## config.mk

```make
export PLATFORM = sky130hd
export DESIGN_NAME = fp_mul_core
export DESIGN_NICKNAME = d
export VERILOG_FILES = /design/src/rtl/fp_mul_core.sv
export SDC_FILE = /design/constraint.sdc
export NUM_CORES = 1
export LEC_CHECK = 0
export ABC_CLOCK_PERIOD_IN_PS = 6800
export BUFFER_PORTS_ARGS = -buffer_cell sky130_fd_sc_hd__buf_2
export CAP_MARGIN = 20
export CORE_MARGIN = 3
export CORE_UTILIZATION = 35
export CTS_CLUSTER_SIZE = 10
export DETAILED_ROUTE_END_ITERATION = 10
export SYNTH_ARGS = -nofsm -noshare
export SYNTH_HDL_FRONTEND = slang
export SYNTH_SLANG_ARGS = --single-unit
```

## constraint.sdc

```tcl
create_clock -name clk -period 6.8 [get_ports clk]
set_input_delay 0.34 -clock clk [delete_from_list [all_inputs] [get_ports clk]]
set_output_delay 0.34 -clock clk [all_outputs]
set_load 0.05 [all_outputs]
```

## src/rtl/fp_mul_core.sv

```systemverilog
// fp_mul_core: iterative binary32 multiply core feeding specialJudge.
// Produces sign and raw {exp, frac} magnitude via a 24-step shift-add
// mantissa multiply, followed by a single normalize/round cycle.
// Zero/INF/NaN operands are not detected here; specialJudge overrides them
// using the registered operand magnitudes a_q/b_q.
// Build option: define FPMUL_RNE_EN for round-to-nearest-even; otherwise
// the result is truncated (round toward zero).
module fp_mul_core (
    input  logic        clk,
    input  logic        rst_n,
    input  logic        start,
    input  logic [31:0] a,
    input  logic [31:0] b,
    output logic        busy,
    output logic        done,
    output logic        sign,
    output logic [30:0] mag,
    output logic [30:0] a_q,
    output logic [30:0] b_q
);

    typedef enum logic [1:0] {
        IDLE = 2'd0,
        MUL  = 2'd1,
        NORM = 2'd2,
        DONE = 2'd3
    } state_t;

    state_t      state;
    state_t      state_nxt;

    logic [23:0] mcand;
    logic [23:0] mplier;
    logic [47:0] acc;
    logic [4:0]  cnt;

    // Normalize/round datapath, consumed only in NORM
    logic        norm;
    logic [22:0] mant_raw;
    logic [22:0] mant;
    logic        carry;
    logic [9:0]  exp_sum;
    logic        exp_neg;
    logic [30:0] mag_nxt;

    // State register
    always_ff @(posedge clk or negedge rst_n) begin
        if (!rst_n) begin
            state <= IDLE;
        end else begin
            state <= state_nxt;
        end
    end

    // Next-state and status outputs
    always_comb begin
        state_nxt = state;
        busy      = 1'b0;
        done      = 1'b0;
        case (state)
            IDLE: begin
                if (start) begin
                    state_nxt = MUL;
                end
            end
            MUL: begin
                busy = 1'b1;
                if (cnt == 5'd23) begin
                    state_nxt = NORM;
                end
            end
            NORM: begin
                busy      = 1'b1;
                state_nxt = DONE;
            end
            DONE: begin
                busy      = 1'b1;
                done      = 1'b1;
                state_nxt = IDLE;
            end
            default: state_nxt = IDLE;
        endcase
    end

    // Normalization select and rounding of the 48-bit product
    always_comb begin
        norm     = acc[47];
        mant_raw = norm ? acc[46:24] : acc[45:23];
`ifdef FPMUL_RNE_EN
        begin
            logic        guard;
            logic        sticky;
            logic [23:0] rnd;
            guard  = norm ? acc[23] : acc[22];
            sticky = norm ? (|acc[22:0]) : (|acc[21:0]);
            rnd    = {1'b0, mant_raw} + {23'd0, (guard & (sticky | mant_raw[0]))};
            // Carry out means the significand became 10.000..0; after the
            // right shift the fraction is all zeros, which rnd[22:0] already is.
            carry  = rnd[23];
            mant   = rnd[22:0];
        end
`else
        carry = 1'b0;
        mant  = mant_raw;
`endif
        exp_sum = {2'b00, a_q[30:23]} + {2'b00, b_q[30:23]} - 10'd127
                  + {9'd0, norm} + {9'd0, carry};
        exp_neg = exp_sum[9];
        if (!exp_neg && (exp_sum >= 10'd255)) begin
            mag_nxt = 31'h7F800000;
        end else if (exp_neg || (exp_sum == 10'd0)) begin
            mag_nxt = '0;
        end else begin
            mag_nxt = {exp_sum[7:0], mant};
        end
    end

`ifndef FPMUL_RNE_EN
    // Low product bits only matter for rounding
    logic unused_lo;
    assign unused_lo = ^acc[22:0];
`endif

    // Operand capture, shift-add multiply and result register
    always_ff @(posedge clk or negedge rst_n) begin
        if (!rst_n) begin
            sign   <= 1'b0;
            mag    <= '0;
            a_q    <= '0;
            b_q    <= '0;
            mcand  <= '0;
            mplier <= '0;
            acc    <= '0;
            cnt    <= '0;
        end else begin
            case (state)
                IDLE: begin
                    if (start) begin
                        sign   <= a[31] ^ b[31];
                        a_q    <= a[30:0];
                        b_q    <= b[30:0];
                        mcand  <= {(a[30:23] != 8'd0), a[22:0]};
                        mplier <= {(b[30:23] != 8'd0), b[22:0]};
                        acc    <= '0;
                        cnt    <= '0;
                    end
                end
                MUL: begin
                    if (mplier[cnt]) begin
                        acc <= acc + ({24'd0, mcand} << cnt);
                    end
                    cnt <= cnt + 5'd1;
                end
                NORM: begin
                    mag <= mag_nxt;
                end
                default: ;
            endcase
        end
    end

endmodule

```

==> out/qor.yml <==
ctsHoldBuffers: 0
startpoint_type: "flip-flop"
antenna_found_initial: 0
ios: 163
slew-limit-headroom_pct: 29.4
rsz0062_at_grt: "no"
cts-root-buf: "clkbuf_16"
met3_usage_pct: 2.87
drv_slew: 0
period_minus_slack_ns: 5.19
place_congestion: 0.949
cts_buffer_depth: 2
seq_area_frac_synth_pct: 34.1
coreArea_um2: 30900
grt_overflow: 0
synth_seq_cells: 151
async_flop_share_pct: 100
drive_above_1_share_pct: 24.5
grt_busiest_layer: "met2"
synth_nets: 1327
grt_max_degree: 94
syn_area_per_cell_um2: 9.31
cts_buffers: 17
required_ns: 7.11
track_usage_pct: 17.8
use_met1_pct: 24.8
hpwl_mm: 22.9
netlist_instances: 1189
die_area_um2: 33800
max_slew.worst_pin.slew_ns: 1.06
reg2regPathDepth: 18
nets: 1400
area_growth_pct: 11.8
die_w_um: 184
setup_tns_ns: 0
grt_pass1_vias: 8948
avgRoutedWirePerCell_um: 17.9
finalCritPeriodShare_pct: 76.3
fp-row-count: 64
end_kind: "flip-flop"
synth_edf_count: 0
synth_area_um2: 11100
viasPerCell: 5.40
via_count: 9027
grt_pass1_wl_mm: 48.6
drc: 0
cts_post_setup_buffers_inserted: 0
cts.sink_count: 151
drt_iter0_markers: 695
cts_tree: "yes"
cts.clk_slew.worst_paths_ns: 0.07
insertion_delay_ns: 0.44
holdWs_ns: 0.000617
post_cts_resized: 0
ys.flop_type: "dfrtp_1"
crit_path_max_fanout: 27
ant_nets: 0
drv_cap: 0
numPortBuffers: 162
start_util_pct: 35.8
run_status: "finished, final reports clean"
finalSetupViolations: 0
fmax_mhz: 193
finalClockSkew_ns: 0.0144
use_met2_pct: 29.1
die_h_um: 184
path_class: "reg -> reg"
yosysUniqueCellTypes: 72
arrival_ns: 5.50
dr.pass1.iters: 5
hold_viol: 0
h-tree-depth: 4
fillers: 3095
min_path_type: "in -> async"
num_antenna_cells: 0
routed_wl_mm: 29.9
ys_warn_count: 0
## routing by layer
metal	vias to the layer above	part of all wire, %
li1	4420	-
met1	4345	47
met2	234	47
met3	28	4.8
met4	0	1.2
met5	-	0
## through the flow
stage               std cells  area (um^2)  utilization (%)  setup WS, ns
finish                   1671        12400             40.0          1.61
global route             1671        12400             40.0          1.19
CTS                      1671        12400             40.0          1.63
detailed placement       1639        11800             38.2          1.65
global placement         1639        11800             38.2          1.69
floorplan                1189        11100                -          2.65
## worst paths after layout
path,start,end,slack [ns]
min reg2reg,mag[2],mag[2],0.49
min in group clk,b[8],b_q[8],0.13
max in group asynchronous,rst_n,cnt[0],5.47
max reg2reg,cnt[1],acc[42],1.61
max,cnt[1],acc[42],1.61
min,rst_n,acc[12],0.0006
## registers in the layout (all words and copies together) (netlist names)
signal	flops
mplier	1
mcand	1
b_q	31
mag	31
acc	48
cnt	5
a_q	31
sign	1
state	2
## synthesized netlist by cell type, drive strengths merged (18+ instances only)
master / count / share of area (%)
dfrtp: 151 / 34
nand2: 112 / 3.8
o21ai: 112 / 5.1
mux2: 78 / 7.9
a21oi: 75 / 3.4
nor2: 73 / 2.5
buf: 69 / 4.3
ha: 69 / 7.8
mux2i: 57 / 5.2
clkbuf: 47 / 1.6
inv: 33 / 1.1
xor2: 27 / 2.1
nand3: 24 / 1.1
o2bb2ai: 24 / 2.0
a21o: 21 / 1.4
o22ai: 18 / 1.0
xnor2: 18 / 1.4
## cell families (layout without fill, tap and decap cells)
group	count (synthesis)	in the layout	synth area share (%)
compound gates	328	328	18.7
simple gates	295	295	12.5
flops	151	151	34.1
buf+inv	150	236	7.02
mux	149	149	15.9
fa+ha+maj	71	71	8.16
xor+xnor	45	45	3.56
## layout make-up
cell class              count  area (um^2)  share of cell area (%)
multi-input cells         888         6520                    52.7
repair buffers            170          877                    7.09
inverters                  34          128                    1.03
clock inverters            12          119                   0.961
flip-flops and latches    151         3780                    30.5
clock buffers              20          457                    3.69
well taps                 396          495                    4.00
## worst max-delay path, cell delays in order, from the launching register on
cell and delay [ns]:
dfrtp_1 0.96, buf_4 0.37, mux2_2 0.37, o21ai_0 0.22
o21ai_0 0.14, nand2_1 0.08, o21ai_0 0.14, nor2_1 0.13
a21oi_1 0.09, ha_1 0.42, a211oi_1 0.33, o21ai_0 0.15
a41oi_1 0.38, o211ai_1 0.19, o21ai_0 0.41, o31ai_1 0.23
a21oi_1 0.21, xor2_1 0.15, o21ai_0 0.08
## cell usage in the layout (no fill, tap or decap), drive strengths merged, types with 8 or more instances in the layout
cell,netlist,layout
a211oi,8,8
a21o,21,21
a21oi,75,75
a31oi,9,9
and2,10,10
buf,69,170
clkbuf,47,20
dfrtp,151,151
ha,69,69
inv,33,37
mux2,78,78
mux2i,57,57
mux4,14,14
nand2,112,112
nand2b,10,10
nand3,24,24
nand4,9,9
nor2,73,73
nor2b,8,8
nor3,10,10
o211ai,11,11
o21ai,112,112
o22ai,18,18
o2bb2ai,24,24
or2,8,8
xnor2,18,18
xor2,27,27
Power is left out: the tool's default activity adds up to more than one toggle a clock period on the data nets, which glitch-free logic cannot reach.
